**config.mk**
```make
export PLATFORM = sky130hd
export DESIGN_NAME = ram_seq_buf
export DESIGN_NICKNAME = d
export VERILOG_FILES = /design/src/rtl/ram_seq_buf.sv
export SDC_FILE = /design/constraint.sdc
export NUM_CORES = 1
export LEC_CHECK = 0
export ABC_AREA = 1
export BUFFER_PORTS_ARGS = -buffer_cell sky130_fd_sc_hd__buf_2
export CAP_MARGIN = 20
export CORE_ASPECT_RATIO = 1.5
export CORE_UTILIZATION = 45
export CTS_BUF_LIST = sky130_fd_sc_hd__clkbuf_4 sky130_fd_sc_hd__clkbuf_8
export DETAILED_ROUTE_END_ITERATION = 6
export GPL_TIMING_DRIVEN = 0
export PLACE_DENSITY = 0.65
export SLEW_MARGIN = 20
export SYNTH_ARGS = -nofsm -noshare
export SYNTH_HDL_FRONTEND = slang
export SYNTH_SLANG_ARGS = --single-unit
```
**constraint.sdc**
```tcl
create_clock -name clk -period 5.1 [get_ports clk]
set_input_delay 0.255 -clock clk [delete_from_list [all_inputs] [get_ports clk]]
set_output_delay 0.255 -clock clk [all_outputs]
set_load 0.02 [all_outputs]
```
**src/rtl/ram_seq_buf.sv**
```systemverilog
// ram_seq_buf: single-port word buffer with direct and auto-increment access plus a sequential clear.
module ram_seq_buf #(
  parameter int DATA_W = 8,
  parameter int DEPTH = 8,
  localparam int ADDR_W = $clog2(DEPTH)
) (
  input  logic              clk,
  input  logic              rst,
  input  logic              en,
  input  logic              cmd_valid,
  output logic              cmd_ready,
  input  logic [2:0]        cmd_op,
  input  logic [ADDR_W-1:0] cmd_addr,
  input  logic [DATA_W-1:0] cmd_wdata,
  output logic [DATA_W-1:0] rd_data,
  output logic              rd_valid,
  output logic [ADDR_W-1:0] ptr,
  output logic              busy
);
  localparam logic [2:0] OP_WRITE = 3'd0;
  localparam logic [2:0] OP_READ = 3'd1;
  localparam logic [2:0] OP_SETPTR = 3'd2;
  localparam logic [2:0] OP_WRITE_INC = 3'd3;
  localparam logic [2:0] OP_READ_INC = 3'd4;
  localparam logic [2:0] OP_CLEAR = 3'd5;
  typedef enum logic {IDLE, CLEAR} state_t;
  state_t state_q, state_d;
  logic [DATA_W-1:0] mem_q [DEPTH];
  logic [ADDR_W-1:0] ptr_q, ptr_d, clr_q, clr_d, wa, ra;
  logic [DATA_W-1:0] rd_data_q, rd_data_d, wd;
  logic rd_valid_q, rd_valid_d, acc, we, rd, inc;
  assign cmd_ready = en && state_q == IDLE;
  assign acc = cmd_valid && cmd_ready;
  assign busy = state_q == CLEAR;
  assign rd_valid = rd_valid_q && en;
  assign rd_data = rd_data_q;
  assign ptr = ptr_q;
  always_comb begin
    rd = acc && (cmd_op == OP_READ || cmd_op == OP_READ_INC);
    inc = acc && (cmd_op == OP_WRITE_INC || cmd_op == OP_READ_INC);
    we = en && (busy || acc && (cmd_op == OP_WRITE || cmd_op == OP_WRITE_INC));
    wa = busy ? clr_q : cmd_op == OP_WRITE ? cmd_addr : ptr_q;
    wd = busy ? '0 : cmd_wdata;
    ra = cmd_op == OP_READ ? cmd_addr : ptr_q;
    ptr_d = acc && cmd_op == OP_SETPTR ? cmd_addr : inc ? ptr_q + 1'b1 : ptr_q;
    // the clear counter wraps to 0 on its own after the last address
    clr_d = en && busy ? clr_q + 1'b1 : clr_q;
    state_d = acc && cmd_op == OP_CLEAR ? CLEAR :
              en && busy && clr_q == ADDR_W'(DEPTH - 1) ? IDLE : state_q;
    rd_valid_d = rd;
    rd_data_d = rd ? mem_q[ra] : rd_data_q;
  end
  always_ff @(posedge clk) begin
    if (rst) begin
      state_q <= IDLE;
      ptr_q <= '0;
      clr_q <= '0;
      rd_data_q <= '0;
      rd_valid_q <= 1'b0;
    end else begin
      state_q <= state_d;
      ptr_q <= ptr_d;
      clr_q <= clr_d;
      rd_data_q <= rd_data_d;
      rd_valid_q <= rd_valid_d;
    end
  end
  always_ff @(posedge clk) begin
    if (!rst && we) mem_q[wa] <= wd;
  end
endmodule
```
==> summary.md, run 1 <==
| Metric | Value |
|---|---|
| Status | complete, no violations |
| Power Density | 298.8 nW/um^2 |
| Share of layout cells above drive strength 1 | 0.1578 |
| Residual DRC | 0 |
| First drt pass iteration count | 5 |
| Part of the power in combinational logic | 0.106 |
| Worst slew margin | 0.2846 |
| Final slew viol count | 0 |
| Die area | 8633 sq um |
| Top sig layer | met4 |
| Warning count from the yosys run | 0 |
| Vias | 2,824 |
| Adder-Cell Fraction of Synth Area | 0.01010 |
| Initial Util | 0.4641 |
| Clock Skews | 0.007664 ns |
| Fin nets | 447 |
| Post-Synthesis Mean Instance Area | 9.677 sq um |
| Post-route antenna net violation count | 0 |
| Int Power | 0.9327 mW |
| Synth Area in XOR/XNOR | 0.004714 |
| Clock Power Share | 0.320 |
| Synth cell types | 31 |
| Setup CP Type | reg -> reg |
| Clock-pin slew on the worst setup and hold paths | 0.07 ns |
| Synthesized Nets | 405 |
| Clock Sinks | 80 |
| Setup-failing EPs final | 0 |
| Clk_lat worst skew | 0.35 ns |
| Met1 wire length | 3384 um |
| Die Height | 113.3 um |
| Most frequent cells in the layout | nand2_1 (78), edfxtp_1 (64), nand3_1 (59) |
| Antenna cells | 0 |
| #FFs+latches synth | 80 |
| Post-synthesis sequential area ratio | 0.6034 |
| Ports | 32 |
| Worst IR Drop VDD | 0.0001616 V |
| Critical path fanouts, max | 8 |
| Pleak | 1.763 nW |
| Critical path destination | mem_q[7][2] |
| Placer Congestion | 0.8284 |
| Most common cell after layout, fill and taps aside | nand2_1 |
| FF-to-FF Start | busy |
| Period utilization | 0.4704 |
| RSZ-0062 raised after global routing | no |
| Sw Share | 0.2505 |
| Sequential share of power | 0.574 |
| Largest net degree at the start of global routing | 13 |
| Worst-margin pin slew | 1.069 ns |
| Die width | 76.20 um |
| DR WL met2 | 4324 um |
| Maxcap violations | 0 |
| Critical Path Sink Type | register |
| Hold crit path type | in -> reg |
| Minimum clock period | 2.399 ns |
| Resized Gates After CTS | 0 |
| Pwr Total | 1.244 mW |
| Hold path depth | 2 |
| Proportion of synthesized area in mux cells | 0 |
| Via/cell ratio | 5.269 |
| Startpoint types | register |
| CP required | 5.07 ns |
| Metal3 WL | 458 um |
| Vias in the first global route | 2,695 |
| Switching power | 0.3117 mW |
| Routed WL | 8640 um |
| Endpoints failing hold | 0 |
| Port bufs | 31 |
| Cell Area, Placed | 4003 sq um |
| Root buffer cell | clkbuf_8 |
| Core Area | 8008 sq um |
| Congestion Overflow GR | 0 |
| Post-Syn Instances | 384 |
| Simple-gate share of the synthesized area | 0.2401 |
| Critical path data arrival time | 2.37 ns |
| Detailed Place HPWL | 5886 um |
| Setup TNS | 0 ns |
| Capturing point of the worst reg2reg path | mem_q[7][2] |
| Total CTS buffers | 9 |
| Max Root-Sink Buffers | 2 |
| Post-CTS setup repair buffer count | 0 |
| Iteration-0 DRC Markers | 259 |
| R2R Setup Slk | 2.70 ns |
| FMAX | 416.9 MHz |
| Critical Path Start | busy |
| R2r worst-path depth | 7 |
| Layout area overhead | 12.09% |
| Main combinational cell family by area after synthesis | simple AND/OR/NAND/NOR gates |
| Drt wl/cell | 16.12 um |
| CTS tree | built |
| Initial antenna violation count | 0 |
| Finished Cell Area | 4165 sq um |
| Hold Buf Count CTS | 0 |
| Synth Area in Compound Gates | 0.06364 |
| Mapped Area | 3716 sq um |
| Rows | 40 |
| GRT Total Usage | 0.2169 |
| H-tree depth | 3 |
| First-pass GRT wire length | 13,490 um |
[state kept, by name (all words and copies together), names as in the netlist]
register / flops
rd_data: 8
busy: 1
clr_q: 3
rd_valid_q: 1
ptr: 3
mem_q: 64
[layout make-up]
| class | count | area [sq um] |
|---|---|---|
| Buffer | 15 | 80.08 |
| Clock buffer | 11 | 138.9 |
| Inverter | 56 | 210.2 |
| Clock inverter | 5 | 23.77 |
| Multi-Input combinational cell | 233 | 1184 |
| Timing Repair Buffer | 31 | 155.1 |
| Fill cell | 749 | 3842 |
| Sequential cell | 80 | 2242 |
| Tap cell | 105 | 131.4 |
[critical path: stages, from the launching register on]
cell     delay, ns
dfxtp_1       0.32
buf_6         0.13
inv_2         0.07
and3_2        0.22
a31oi_1       0.09
nor3_1        0.20
nand2_1       0.15
nor2_1        0.83
[synth_stat cells]
library cell / count / area [sq um]
a21oi_1: 16 / 80.08
a31oi_1: 1 / 6.260
and3_2: 1 / 7.510
buf_1: 1 / 3.750
buf_2: 7 / 35.03
buf_4: 2 / 15.01
buf_6: 1 / 11.26
clkbuf_1: 4 / 15.01
dfxtp_1: 16 / 320.3
edfxtp_1: 64 / 1922
ha_1: 3 / 37.54
inv_1: 52 / 195.2
inv_2: 4 / 15.01
nand2_1: 78 / 292.8
nand2_2: 1 / 6.260
nand2_4: 1 / 11.26
nand3_1: 59 / 295.3
nand3_4: 1 / 17.52
nand3b_1: 16 / 120.1
nand4_1: 1 / 6.260
nand4_2: 1 / 12.51
nor2_1: 24 / 90.09
nor2_2: 1 / 6.260
nor3_1: 4 / 20.02
o211ai_1: 1 / 7.510
o21ai_0: 17 / 85.08
o21ai_2: 1 / 8.760
o21ai_4: 3 / 48.80
or2_2: 1 / 6.260
xnor2_1: 1 / 8.760
xor2_1: 1 / 8.760
[power groups by stage]
stage               Combinational [mW]  Clock (mW)  Sequential [mW]
floorplan                       0.0785           0            0.734
detailed placement               0.130           0            0.730
CTS                              0.130       0.405            0.715
global placement                 0.127           0            0.729
global route                     0.144       0.430            0.715
finish                           0.132       0.398            0.715
[routing by layer]
| layer | up-vias | GRT usage |
|---|---|---|
| li1 | 1374 | - |
| met1 | 1312 | 0.2438 |
| met2 | 104 | 0.3576 |
| met3 | 34 | 0.03871 |
| met4 | 0 | 0.1846 |
| met5 | - | 0 |
[logic make-up after synthesis]
family | Yosys count
and+or+nand+nor | 189
DFF | 80
buffers and inverters | 71
AOI/OAI and AO/OA | 39
adders and majority gates | 3
xor gates and xnor gates | 2
[metrics by stage]
step | util | setup WS [ns] | std cells | hold WS (ns)
after floorplan | - | 3.160 | 384 | 0.3241
after global placement | 0.4998 | 2.666 | 520 | 0.4674
after detailed placement | 0.4998 | 2.666 | 520 | 0.4806
after CTS | 0.5202 | 2.739 | 536 | 0.1286
after global routing | 0.5202 | 2.586 | 536 | 0.1366
final | 0.5202 | 2.701 | 536 | 0.1398
[worst min path at each step]
stage	from	endpoint	slack [ns]
floorplan	rst	busy	0.32
global placement	clr_q[2]	clr_q[2]	0.47
detailed placement	clr_q[2]	clr_q[2]	0.48
CTS	rst	ptr[2]	0.13
global route	rst	clr_q[0]	0.14
finish	rst	ptr[2]	0.14
Power figures use the tool's default switching activity.
==> run 2: changes to the inputs <==
--- a/config.mk
+++ b/config.mk
@@ -13,7 +13,7 @@
 export CTS_BUF_LIST = sky130_fd_sc_hd__clkbuf_4 sky130_fd_sc_hd__clkbuf_8
 export DETAILED_ROUTE_END_ITERATION = 6
 export GPL_TIMING_DRIVEN = 0
-export PLACE_DENSITY = 0.65
+export PLACE_DENSITY = 0.67
 export SLEW_MARGIN = 20
 export SYNTH_ARGS = -nofsm -noshare
 export SYNTH_HDL_FRONTEND = slang
==> constraint.sdc (replaced) <==
create_clock -name clk -period 2.1 [get_ports clk]
set_input_delay 0.105 -clock clk [delete_from_list [all_inputs] [get_ports clk]]
set_output_delay 0.105 -clock clk [all_outputs]
set_load 0.02 [all_outputs]
==> run 2 against run 1 <==
Against the previous run:
- the run now ends with negative setup slack left
- critical path type unchanged
- largest cell class unchanged
- power rose by 150%
- clock skew is 0.0028 ns higher
- final area rose by 2.0%
- critical path depth unchanged
- core utilization is 1.0 points higher
==> summary.md, run 2 (synthesis gave the netlist of run 1 again) <==
| Metric | Value |
|---|---|
| Max reg flops | 64 (unchanged) |
| Clk_lat worst skew | 0.36 ns (about the same) |
| Max stage delay on crit path | 0.49 ns (-0.34 ns) |
| Iteration-0 DRC Markers | 205 (-21%) |
| Drt wl/cell | 16.03 um (-0.57%) |
| Cell Area, Placed | 4003 sq um (unchanged) |
| Power Density | 731.6 nW/um^2 (+140%) |
| PnR worst setup slack | -0.02636 ns (-2.727 ns) |
| Setup-failing EPs final | 8 (+8) |
| Worst Path Buf+Inv | 2 (unchanged) |
| Share of layout cells above drive strength 1 | 0.1810 (+0.02320) |
| First-pass GRT wire length | 13,630 um (+1.1%) |
| Routed WL | 8591 um (-0.57%) |
| CTS tree | built |
| Clock-pin slew on the worst setup and hold paths | 0.07 ns (about the same) |
| Crit-path cells | buf_6 -> inv_2 -> and3_2 -> a31oi_1 -> nor3_2 -> nand2_1 -> nor2_2 |
| H-tree depth | 3 (unchanged) |
| Critical path data arrival time | 2.12 ns (-0.25 ns) |
| Initial antenna violation count | 0 (unchanged) |
| Fill count | 757 (+1.1%) |
| Worst slew margin | 0.6074 (+0.3229) |
| Congestion Overflow GR | 0 (unchanged) |
| Setup CP Type | reg -> reg |
| Total CTS buffers | 9 (unchanged) |
| Core Area | 8008 sq um (unchanged) |
| Antenna cells | 0 (unchanged) |
| Most common cell after layout, fill and taps aside | nand2_1 |
| Die Height | 113.3 um (unchanged) |
| Rows | 40 (unchanged) |
| Status | complete, but fails checks |
| CP delay by family, top | simple AND/OR/NAND/NOR gates |
| Most flop-heavy register | mem_q |
| CP required | 2.09 ns (-2.98 ns) |
| GRT Total Usage | 0.2162 (-0.0007074) |
| Critical Path Sink Type | register |
| Minimum clock period | 2.126 ns (-0.2726 ns) |
| Setup WS pre-CTS | -0.2563 ns (-2.923 ns) |
| Hold crit path type | in -> reg |
| Critical path fanouts, max | 8 (unchanged) |
| Crit-path slowest cell | nor2_2 |
| Fin nets | 448 (+0.22%) |
| Finished Cell Area | 4248 sq um (+2.0%) |
| Worst-margin pin slew | 0.5867 ns (-0.4825 ns) |
| Die area | 8633 sq um (unchanged) |
| Post-route antenna net violation count | 0 (unchanged) |
| Initial Util | 0.4641 (unchanged) |
| FMAX | 470.3 MHz (+13%) |
| Placer Congestion | 0.8404 (+1.4%) |
| Max Root-Sink Buffers | 2 (unchanged) |
| Pleak | 1.775 nW (+0.66%) |
| Vias | 2,762 (-2.2%) |
| Largest net degree at the start of global routing | 13 (unchanged) |
| Period utilization | 1.013 (+0.5422) |
| Setup TNS | -0.1723 ns (-0.1723 ns) |
| Maxcap violations | 0 (unchanged) |
| Post-CTS setup repair buffer count | 0 (unchanged) |
| Via/cell ratio | 5.153 (-2.2%) |
| Ports | 32 (unchanged) |
| Residual DRC | 0 (unchanged) |
| Root buffer cell | clkbuf_8 |
| Most frequent cells in the layout | nand2_1 (78), edfxtp_1 (64), nand3_1 (58) |
| First drt pass iteration count | 5 (unchanged) |
| Port bufs | 31 (unchanged) |
| Startpoint types | register |
| Detailed Place HPWL | 5997 um (+1.9%) |
| Layout area overhead | 14.31% |
| Worst IR Drop VDD | 0.0004476 V (+180%) |
| Endpoints failing hold | 0 (unchanged) |
| Final slew viol count | 0 (unchanged) |
| Failing checks | negative setup slack |
| Clock Skews | 0.01044 ns (+0.002780 ns) |
| Clock Sinks | 80 (unchanged) |
| Vias in the first global route | 2,740 (+1.7%) |
| Die width | 76.20 um (unchanged) |
| RSZ-0062 raised after global routing | yes |
| R2R Setup Slk | -0.03 ns (-2.73 ns) |
[run 2: changes by cell type in the layout (fill, tap and decap cells not counted), sizes merged]
cell	delta
dlygate4sd3	+1
clkbuf	-2
bufinv	+1
[run 2: where the power goes]
group / total [mW] / switching (mW) / leakage [nW] / internal, mW
clock: 1.05 / 0.520 / 0.0914 / 0.526
combinational: 0.325 / 0.226 / 0.978 / 0.0994
sequential: 1.74 / 0.0103 / 0.706 / 1.73
total: 3.11 / 0.757 / 1.77 / 2.35
[run 2: path summary, 6_finish.rpt]
path              depth (start not counted)          end  startpoint
hold / removal                            3         busy   cmd_op[2]
setup reg to reg                          7  mem_q[5][7]        busy
hold reg to reg                           2     clr_q[2]    clr_q[2]
setup / recovery                          7  mem_q[5][7]        busy
[run 2: routing by layer]
metal,routed length [um],vias up,track usage,share of wire
met3,333,16,0.04355,0.039
met1,3319,1308,0.2295,0.39
met5,0,-,0,0
li1,-,1375,-,-
met4,199,0,0.1038,0.023
met2,4738,63,0.4061,0.55
[run 2: area by class of cell]
type                            instances  area, sq um  area share
Clock inverter                          6        51.30     0.01208
Tap cell                              105        131.4     0.03093
Sequential cell                        80         2242      0.5278
Timing Repair Buffer                   32        165.2     0.03888
Buffer                                 15        80.08     0.01885
Multi-Input combinational cell        233         1244      0.2928
Inverter                               56        210.2     0.04948
Clock buffer                            9        123.9     0.02916
[run 2: worst min-delay path: stages]
cell,delay (ns)
buf_2,0.12
nand3_1,0.08
a21oi_1,0.06
[run 2: timing repair]
| item | in CTS | in global routing |
|---|---|---|
| pin swaps | 0 | 2 |
| endpoints found under the hold margin | 3 | 0 |
| endpoints found under the setup margin | 64 | 64 |
| gates resized for setup | 6 | 10 |
| hold buffers | 1 | 0 |
[run 2: through the flow]
step | hold slack, ns | utilization | power [mW] | cells
2_1_floorplan | 0.1741 | - | 1.974 | 384
3_3_place_gp | 0.3618 | 0.4998 | 2.083 | 520
3_5_place_dp | 0.3714 | 0.4998 | 2.090 | 520
4_1_cts | 0.05938 | 0.5248 | 3.124 | 536
5_1_grt | 0.07007 | 0.5305 | 3.222 | 536
6_report | 0.06712 | 0.5305 | 3.108 | 536
==> run 3: changes to the inputs <==
--- a/config.mk
+++ b/config.mk
@@ -6,14 +6,14 @@
 export NUM_CORES = 1
 export LEC_CHECK = 0
 export ABC_AREA = 1
-export BUFFER_PORTS_ARGS = -buffer_cell sky130_fd_sc_hd__buf_2
 export CAP_MARGIN = 20
 export CORE_ASPECT_RATIO = 1.5
 export CORE_UTILIZATION = 45
 export CTS_BUF_LIST = sky130_fd_sc_hd__clkbuf_4 sky130_fd_sc_hd__clkbuf_8
 export DETAILED_ROUTE_END_ITERATION = 6
+export DONT_BUFFER_PORTS = 1
 export GPL_TIMING_DRIVEN = 0
-export PLACE_DENSITY = 0.67
+export PLACE_DENSITY = 0.64
 export SLEW_MARGIN = 20
 export SYNTH_ARGS = -nofsm -noshare
 export SYNTH_HDL_FRONTEND = slang
==> constraint.sdc (replaced) <==
create_clock -name clk -period 2.1 [get_ports clk]
set_input_delay 0.42 -clock clk [delete_from_list [all_inputs] [get_ports clk]]
set_output_delay 0.42 -clock clk [all_outputs]
set_load 0.02 [all_outputs]
==> run 3 against run 2 <==
Against the previous run:
- the run now ends clean
- core utilization up 0.94 points
- clock power up 9%
- fmax up 5.4%
- clock skew up 0.0016 ns
- sequential power about the same
- setup slack better by 0.11 ns
- critical endpoint is now mem_q[5][2]
- largest cell class unchanged
==> summary.md, run 3 (synthesis gave the netlist of run 1 again) <==
| Metric | Value |
|---|---|
| CTS tree | built |
| GRT Total Usage | 0.2320 (+0.01585) |
| Setup CP Type | reg -> reg |
| Util after Layout | 0.5398 (+0.009375) |
| Clk_lat worst skew | 0.36 ns (about the same) |
| Via/cell ratio | 5.469 (+6.1%) |
| Cell Area, Placed | 3847 sq um (-3.9%) |
| Final slew viol count | 0 (unchanged) |
| Share of layout cells above drive strength 1 | 0.1606 (-0.02039) |
| Critical path fanouts, max | 8 (unchanged) |
| Most frequent cells in the layout | nand2_1 (77), edfxtp_1 (64), nand3_1 (58) |
| Worst IR Drop VDD | 0.0005627 V (+26%) |
| Crit-path cells | buf_6 -> inv_2 -> and3_4 -> a31oi_2 -> nor3_2 -> nand2_2 -> nor2_4 -> buf_12 |
| Antenna cells | 0 (unchanged) |
| Most flop-heavy register | mem_q |
| Core Area | 8008 sq um (unchanged) |
| Clock Sinks | 80 (unchanged) |
| Minimum clock period | 2.018 ns (-0.1082 ns) |
| Layout area overhead | 16.33% |
| Power Density | 734.2 nW/um^2 (+0.35%) |
| Die Height | 113.3 um (unchanged) |
| H-tree depth | 3 (unchanged) |
| Critical path data arrival time | 2.09 ns (-0.03 ns) |
| Area occupied by registers | 2246 sq um (+0.17%) |
| Finished Cell Area | 4323 sq um (+1.8%) |
| Routed WL | 9198 um (+7.1%) |
| Die width | 76.20 um (unchanged) |
| Fill count | 727 (-4.0%) |
| Crit-path slowest cell | dfxtp_4 |
| Max Root-Sink Buffers | 2 (unchanged) |
| Period utilization | 0.9610 (-0.05154) |
| GR peak layer | met2 |
| Initial antenna violation count | 0 (unchanged) |
| Met3 Use GR | 0.04677 (+0.003226) |
| Area of the multi-input gates | 1274 sq um (+2.4%) |
| Port bufs | 0 (-100%) |
| Post-route antenna net violation count | 0 (unchanged) |
| Most common cell after layout, fill and taps aside | nand2_1 |
| Initial Util | 0.4641 (unchanged) |
| Critical Path Sink Type | register |
| Worst-margin pin slew | 0.5733 ns (-0.01335 ns) |
| Root buffer cell | clkbuf_8 |
| Total CTS buffers | 9 (unchanged) |
| First-pass GRT wire length | 14,720 um (+7.9%) |
| Pleak | 1.732 nW (-2.4%) |
| Startpoint types | register |
| Met1 Use GR | 0.2637 (+0.03420) |
| Worst slew margin | 0.6178 (+0.01034) |
| Maxcap violations | 0 (unchanged) |
| Residual DRC | 0 (unchanged) |
| Vias in the first global route | 2,834 (+3.4%) |
| Drt wl/cell | 17.83 um (+11%) |
| Clock-pin slew on the worst setup and hold paths | 0.07 ns (about the same) |
| First drt pass iteration count | 5 (unchanged) |
| Max reg flops | 64 (unchanged) |
| PnR worst setup slack | 0.08187 ns (+0.1082 ns) |
| Fin nets | 427 (-4.7%) |
| Status | complete, no violations |
| Congestion Overflow GR | 0 (unchanged) |
| M2 GR Usage | 0.3903 (-0.01576) |
| Setup-failing EPs final | 0 (-8) |
| Detailed Place HPWL | 6025 um (+0.47%) |
| Rows | 40 (unchanged) |
| Endpoints failing hold | 0 (unchanged) |
| Ports | 32 (unchanged) |
| FMAX | 495.5 MHz (+5.4%) |
| Max stage delay on crit path | 0.37 ns (-0.12 ns) |
| Hold Buf Count CTS | 0 (-1) |
| Placer Congestion | 0.8399 (about the same) |
| Setup WS pre-CTS | -0.3442 ns (-0.08790 ns) |
| Die area | 8633 sq um (unchanged) |
| Largest net degree at the start of global routing | 14 (+1) |
| Hold crit path type | in -> reg |
| Vias | 2,822 (+2.2%) |
| Iteration-0 DRC Markers | 241 (+18%) |
| Clock Skews | 0.01200 ns (+0.001559 ns) |
| Worst hold margin | 0.1218 ns (+0.05470 ns) |
| CP required | 2.17 ns (+0.08 ns) |
run 3: worst max-delay path, delay by kind of cell (launching register included):
kind | cells | cell delay, ns
DFF | 1 | 0.37
buffers and inverters | 3 | 0.37
and+or+nand+nor | 4 | 0.90
AOI/OAI and AO/OA | 1 | 0.11
run 3: stage by stage:
stage / setup TNS, ns / power, mW / instances
2_1_floorplan: 0 / 1.974 / 384
3_3_place_gp: -17.57 / 2.048 / 489
3_5_place_dp: -20.01 / 2.055 / 489
4_1_cts: -5.462 / 3.181 / 512
5_1_grt: -0.002348 / 3.278 / 516
6_report: 0 / 3.174 / 516
run 3: layout make-up:
type                       count  area share
clock buffer                  12     0.03531
tap                          105     0.03039
sequential                    80      0.5195
inverter                      56     0.04863
buffer                        15     0.01881
multi-input combinational    233      0.2946
clock inverter                 4     0.01042
timing repair buffer          11     0.04226
run 3: worst paths after layout:
| check | cells after the start | slack (ns) | from | to |
|---|---|---|---|---|
| max | 8 | 0.08 | busy | mem_q[5][2] |
| min | 1 | 0.12 | rst | busy |
| max reg2reg | 8 | 0.08 | busy | mem_q[5][2] |
| min reg2reg | 2 | 0.49 | clr_q[2] | clr_q[2] |
run 3: metal layers:
layer | part of all wire | up-vias | wire length (um)
met2 | 0.51 | 105 | 4731
met4 | 0.057 | 0 | 527
met3 | 0.046 | 34 | 419
li1 | - | 1337 | -
met5 | 0 | - | 0
met1 | 0.38 | 1346 | 3519
run 3: timing repair:
action / CTS / global route
gates resized for setup: 13 / 12
pin swaps: 4 / 9
setup endpoints to repair: 65 / 64
buffers inserted: 7 / 4
cloned: 0 / 0
run 3: power by group:
group / total (mW) / switching [mW] / internal, mW
Sequential: 1.75 / 0.0257 / 1.72
Clock: 1.14 / 0.533 / 0.603
Combinational: 0.288 / 0.204 / 0.0836
